### config.mk
export PLATFORM = sky130hd
export DESIGN_NAME = pipe_ctrl
export DESIGN_NICKNAME = d
export VERILOG_FILES = /design/src/rtl/pipe_ctrl.sv
export SDC_FILE = /design/constraint.sdc
export NUM_CORES = 1
export LEC_CHECK = 0
export ABC_AREA = 1
export ABC_CLOCK_PERIOD_IN_PS = 1500
export CORE_MARGIN = 5
export CORE_UTILIZATION = 31
export CTS_CLUSTER_SIZE = 8
export DETAILED_ROUTE_END_ITERATION = 12
export GPL_TIMING_DRIVEN = 0
export PLACE_DENSITY_LB_ADDON = 0.2
export SYNTH_ARGS = -nofsm -noshare
export SYNTH_HDL_FRONTEND = slang
export SYNTH_SLANG_ARGS = --single-unit
### constraint.sdc
create_clock -name clk -period 1.5 [get_ports clk]
set_input_delay 0.45 -clock clk [delete_from_list [all_inputs] [get_ports clk]]
set_output_delay 0.45 -clock clk [all_outputs]
set_load 0.01 [all_outputs]
### src/rtl/pipe_ctrl.sv
// Y86-64 five-stage pipeline control: hazard detection, stall/bubble generation and exception-drain FSM.
// Optional performance counters are built when PIPE_PERF_CNT_EN is defined.
module pipe_ctrl #(
  parameter int         CNT_W   = 32,
  parameter logic [3:0] I_RET   = 4'h9,
  parameter logic [3:0] I_JXX   = 4'h7,
  parameter logic [3:0] I_MRMOV = 4'h5,
  parameter logic [3:0] I_POP   = 4'hB
) (
  input  logic             clk,
  input  logic             rst,
  input  logic [3:0]       D_icode,
  input  logic [3:0]       E_icode,
  input  logic [3:0]       M_icode,
  input  logic [3:0]       E_dstM,
  input  logic [3:0]       d_srcA,
  input  logic [3:0]       d_srcB,
  input  logic             e_cnd,
  input  logic [3:0]       m_stat,
  input  logic [3:0]       W_stat,
  output logic             F_stall,
  output logic             D_stall,
  output logic             D_bubble,
  output logic             E_bubble,
  output logic             M_bubble,
  output logic             W_stall,
  output logic             set_cc_en,
  output logic [3:0]       cpu_stat,
  output logic             halted
`ifdef PIPE_PERF_CNT_EN
  ,
  output logic [CNT_W-1:0] cyc_cnt,
  output logic [CNT_W-1:0] stall_cnt,
  output logic [CNT_W-1:0] flush_cnt
`endif
);

  localparam logic [3:0] STAT_AOK = 4'h1;
  localparam logic [3:0] REG_NONE = 4'hF;

  typedef enum logic [1:0] {
    RUN   = 2'd0,
    DRAIN = 2'd1,
    STOP  = 2'd2
  } state_t;

  state_t state, state_nxt;

  logic lu, ret, mp, exm, exw;

  // Hazard terms are pure functions of the current stage contents.
  assign lu  = ((E_icode == I_MRMOV) || (E_icode == I_POP)) && (E_dstM != REG_NONE) &&
               ((E_dstM == d_srcA) || (E_dstM == d_srcB));
  assign ret = (D_icode == I_RET) || (E_icode == I_RET) || (M_icode == I_RET);
  assign mp  = (E_icode == I_JXX) && !e_cnd;
  assign exm = (m_stat != STAT_AOK);
  assign exw = (W_stat != STAT_AOK);

  always_ff @(posedge clk or posedge rst) begin
    if (rst) begin
      state <= RUN;
    end else begin
      state <= state_nxt;
    end
  end

  always_comb begin
    state_nxt = state;
    case (state)
      RUN: begin
        if (exw) begin
          state_nxt = STOP;
        end else if (exm) begin
          state_nxt = DRAIN;
        end
      end
      DRAIN: begin
        if (exw) begin
          state_nxt = STOP;
        end
      end
      STOP:    state_nxt = STOP;
      default: state_nxt = RUN;
    endcase
  end

  // Reset overrides everything so every stage register is flushed while rst is held.
  always_comb begin
    F_stall   = 1'b0;
    D_stall   = 1'b0;
    D_bubble  = 1'b0;
    E_bubble  = 1'b0;
    M_bubble  = 1'b0;
    W_stall   = 1'b0;
    set_cc_en = 1'b0;
    if (rst) begin
      D_bubble = 1'b1;
      E_bubble = 1'b1;
      M_bubble = 1'b1;
    end else begin
      case (state)
        RUN: begin
          F_stall   = lu || ret;
          D_stall   = lu;
          D_bubble  = mp || (!lu && ret);
          E_bubble  = mp || lu;
          M_bubble  = exm || exw;
          W_stall   = exw;
          set_cc_en = !exm && !exw;
        end
        DRAIN: begin
          F_stall   = 1'b1;
          D_stall   = lu;
          D_bubble  = mp || (!lu && ret);
          E_bubble  = mp || lu;
          M_bubble  = 1'b1;
          W_stall   = exw;
          set_cc_en = 1'b0;
        end
        STOP: begin
          F_stall   = 1'b1;
          D_stall   = 1'b1;
          E_bubble  = 1'b1;
          M_bubble  = 1'b1;
          W_stall   = 1'b1;
        end
        default: begin
          D_bubble = 1'b1;
          E_bubble = 1'b1;
          M_bubble = 1'b1;
        end
      endcase
    end
  end

  // The architected status is captured from W exactly once, on the edge that enters STOP.
  always_ff @(posedge clk or posedge rst) begin
    if (rst) begin
      cpu_stat <= STAT_AOK;
      halted   <= 1'b0;
    end else if ((state != STOP) && (state_nxt == STOP)) begin
      cpu_stat <= W_stat;
      halted   <= 1'b1;
    end
  end

`ifdef PIPE_PERF_CNT_EN
  // Counters wrap naturally at 2^CNT_W.
  always_ff @(posedge clk or posedge rst) begin
    if (rst) begin
      cyc_cnt   <= '0;
      stall_cnt <= '0;
      flush_cnt <= '0;
    end else begin
      if (state != STOP) begin
        cyc_cnt <= cyc_cnt + 1'b1;
      end
      if ((state == RUN) && lu) begin
        stall_cnt <= stall_cnt + 1'b1;
      end
      if ((state == RUN) && mp) begin
        flush_cnt <= flush_cnt + 1'b1;
      end
    end
  end
`endif

endmodule

### Word level (Yosys, flattened, before mapping)

Cells that the tools add are included.

* register bits: 7
* output and inout bits: 12
* word-level logic and storage cells: 57

* equality and inequality tests: 15
* multiplexer cells: 18
* reductions and logical operators: 21

Operator list (count)
* equality test 4 bit, second input constant: 4
* two-way mux 1 bit: 10
* equality test 4 x 3 -> 1 bit, second input constant: 2
* equality test 4 bit: 2
* logical OR 1 bit: 8
* inequality test 4 x 1 -> 1 bit, second input constant: 2
* one-hot mux 1 bit (2 select lines): 4
* logical AND 1 bit: 6
* two-way mux 2 bit: 3
* one-hot mux 2 bit (3 select lines): 1
* equality test 2 bit, second input constant: 2
* zero test 1 bit: 4
* inequality test 4 bit, second input constant: 1
* OR reduction 2 bit: 2
* equality test 2 x 1 -> 1 bit, second input constant: 1
* zero test 2 bit: 1
* inequality test 2 bit, second input constant: 1

### Longest topological paths before layout

* depth after elaboration: 9
* gate-level depth with buffers: 10

### Least setup slack after synthesis

No wires, ideal clock.

* path type: flip-flop to output port
* from: reg state[1]
* to: out M_bubble
* arrival: 1.420 ns
* slack: -0.370 ns
* stages on the path, launching flop included: 6
* path buffers: 0
* path through: dfrtp_1 -> inv_1 -> ha_1 -> inv_1 -> nor4_1 -> inv_1

* longest elaborated chain between the ends: 3

RTL lines
* from (decl): RTL line 47 `state_t state, state_nxt;`
* from (signal assigned): RTL line 63 `state <= state_nxt;`
* zero test 2 bit: RTL line 101 `case (state)`
* two-way mux 1 bit: RTL line 101
* two-way mux 1 bit: RTL line 96 `if (rst) begin`
* to (decl): RTL line 25 `output logic M_bubble,`

No other way between the ends.

### Worst setup path in the final report

Same ends and word-level chain as after synthesis.

==> impl_metrics.tcl <==
set metrics [dict create \
    status "complete, but fails checks" \
    violations "setup timing" \
    hold_ws_ps 348 \
    dp_hpwl_mm 1.67 \
    synth_area_per_cell_um2 5.91 \
    syn-cell-area_um2 697 \
    post_drt_wl_per_cell_um 10.7 \
    synth_top_family_by_area "simple AND/OR/NAND/NOR gates" \
    final_antenna_net_count 0 \
    regToRegStartpoint "state[1]" \
    pin_count 47 \
    clk_pin_slew_ps 50 \
    cts_buffers 3 \
    crit_start "state[1]" \
    synth_edf_count 0 \
    area_growth_pct 90.8 \
    synth_top_cell_by_area "nand2_1" \
    place_ws_ps -1270 \
    drive_gt1_frac 0.451 \
    fmax_mhz 533 \
    maxCapViolCount 0 \
    rsz0062_at_grt "yes" \
    grt_max_degree 10 \
    yosys.area_share.simple 0.438 \
    grt_overflow_total 0 \
    slew_headroom 0.824 \
    end_kind "output pin" \
    die_w_um 57.4 \
    cts_tree "yes" \
    ys_seq_elements 7 \
    vias 944 \
    dr.pass1.iters 3 \
    finalSetupViolCount 7 \
    gp_routability_congestion 0.773 \
    syn-num-nets 157 \
    cts_htree_levels 1 \
    synth_commonest_cells "42 x nand2_1, 24 x inv_1, 11 x nor2_1" \
    layout.nets 224 \
    num_rows 17 \
    yosysMostFrequentCell "nand2_1" \
    synthAdderAreaFrac 0.0718 \
    diodes 0 \
    die_h_um 57.4 \
    clkSinkCount 7 \
    holdBufCountCts 0 \
    cp_max_fo 5 \
    drt_iter0_markers 17 \
    worst_pin_slew_ps 262 \
    finalCritPeriodShare 1.25 \
    stdcell_count 212 \
    fp.coreArea_um2 2170 \
    r2r_cells 8 \
    cts_buffer_depth 2 \
    final-max-slew-violation-count 0 \
    fin_skew_ps 5.57 \
    synth_top_area_frac 0.226 \
    ir_worst_vdd_uv 422 \
    grt_pass1_vias 933 \
    yosysWarnings 0 \
    synth_xor_area_frac 0 \
    cts_root_buf "clkbuf_4" \
    crit_required_ps 1050 \
    fill_cells 224 \
    critPathKind "reg -> out" \
    die_area_um2 3300 \
    cp.arrival_ps 1420 \
    drc_errors 0 \
    power.density_nw_per_um2 411 \
    antenna_found_initial 0 \
    grt_pass1_wl_mm 3.68 \
    synth_ff_type "dfrtp_1" \
    dp_cells 192 \
    ys_async_sr_fraction 1.00 \
    ys_top_cells_by_area "nand2_1 23%, dfrtp_1 22%, inv_1 13%" \
    yosys-mux-area-fraction 0 \
    io_buffers 46 \
    viasPerCell 4.45 \
    clk_latency_ps 250 \
    grt.total_usage 0.140 \
    hold_class "in -> async" \
    synth_compound_area_frac 0.0862 \
    yosysSeqAreaShare 0.253 \
    leakage_nw 0.773 \
    startpoint_type "flop" \
    routed_wl_mm 2.26 \
    hold_viol 0 \
    syn_inst 118 \
    start_util 0.321 \
    post-route-min-period_ps 1870 \
    fin_ws_ps -375 \
    p_total_uw 547 \
    synth.distinct_cells 22 \
]
logic make-up after synthesis:
family                     count (synthesis)
and+or+nand+nor                           70
buffers and inverters                     28
AOI/OAI and AO/OA                          9
DFF                                        7
adders and majority gates                  4
worst paths after layout:
kind	to	slack (ps)
worst max register to register	cpu_stat[2]	140
worst min register to register	halted	460
worst max-delay path	M_bubble	-370
min in group clk	halted	460
max in group asynchronous	cpu_stat[0]	910
worst min-delay path	halted	350
power breakdown:
group	switching (mW)	leakage (nW)	internal, mW
logic	0.0876	0.677	0.100
registers	0.000946	0.0813	0.192
clock network	0.0653	0.0150	0.101
routing by layer:
| metal | GRT usage | part of all wire | wire length (um) |
|---|---|---|---|
| met5 | 0 | 0 | 0 |
| met4 | 0.0497 | 0.019 | 44 |
| met3 | 0.0385 | 0.073 | 166 |
| met2 | 0.281 | 0.55 | 1250 |
| met1 | 0.132 | 0.36 | 806 |
layout make-up:
cell class | count | area (um2) | share of cell area
clock buffer | 4 | 26.3 | 0.0198
tap | 28 | 35.0 | 0.0263
multi-input combinational | 83 | 504 | 0.379
inverter | 28 | 118 | 0.0884
sequential | 7 | 179 | 0.135
timing repair buffer | 62 | 468 | 0.352
metrics by stage:
| step | area, um2 | setup TNS (ps) | util |
|---|---|---|---|
| floorplan | 749 | -185 | - |
| global placement | 1240 | -8810 | 0.574 |
| detailed placement | 1240 | -9140 | 0.574 |
| CTS | 1340 | -2600 | 0.617 |
| global route | 1330 | -3120 | 0.613 |
| finish | 1330 | -2410 | 0.613 |
critical path, stage by stage (launching register included):
cell and delay [ps]:
dfrtp_2 450, inv_2 110, ha_4 160, inv_2 40
nor4_4 210, inv_1 60, buf_2 140
flip-flops by register name, indices dropped and copies added, names as in the netlist:
signal,count
cpu_stat,4
state,2
halted,1
layout by cell type, fill, tap and decap left out, drive strengths merged, types with 3 or more instances in the layout:
master	count
nor2	13
buf	31
dlymetal6s2s	3
dlygate4sd2	14
o21ai	3
inv	28
a21oi	3
nand3	5
clkdlybuf4s15	3
ha	4
dfrtp	6
clkbuf	13
nand2	44
timing repair:
item | CTS | global route
pin swaps | 28 | 19
setup endpoints to repair | 17 | 9
setup buffers | 17 | 1
gates resized for setup | 100 | 37
Power figures use the tool's default switching activity.
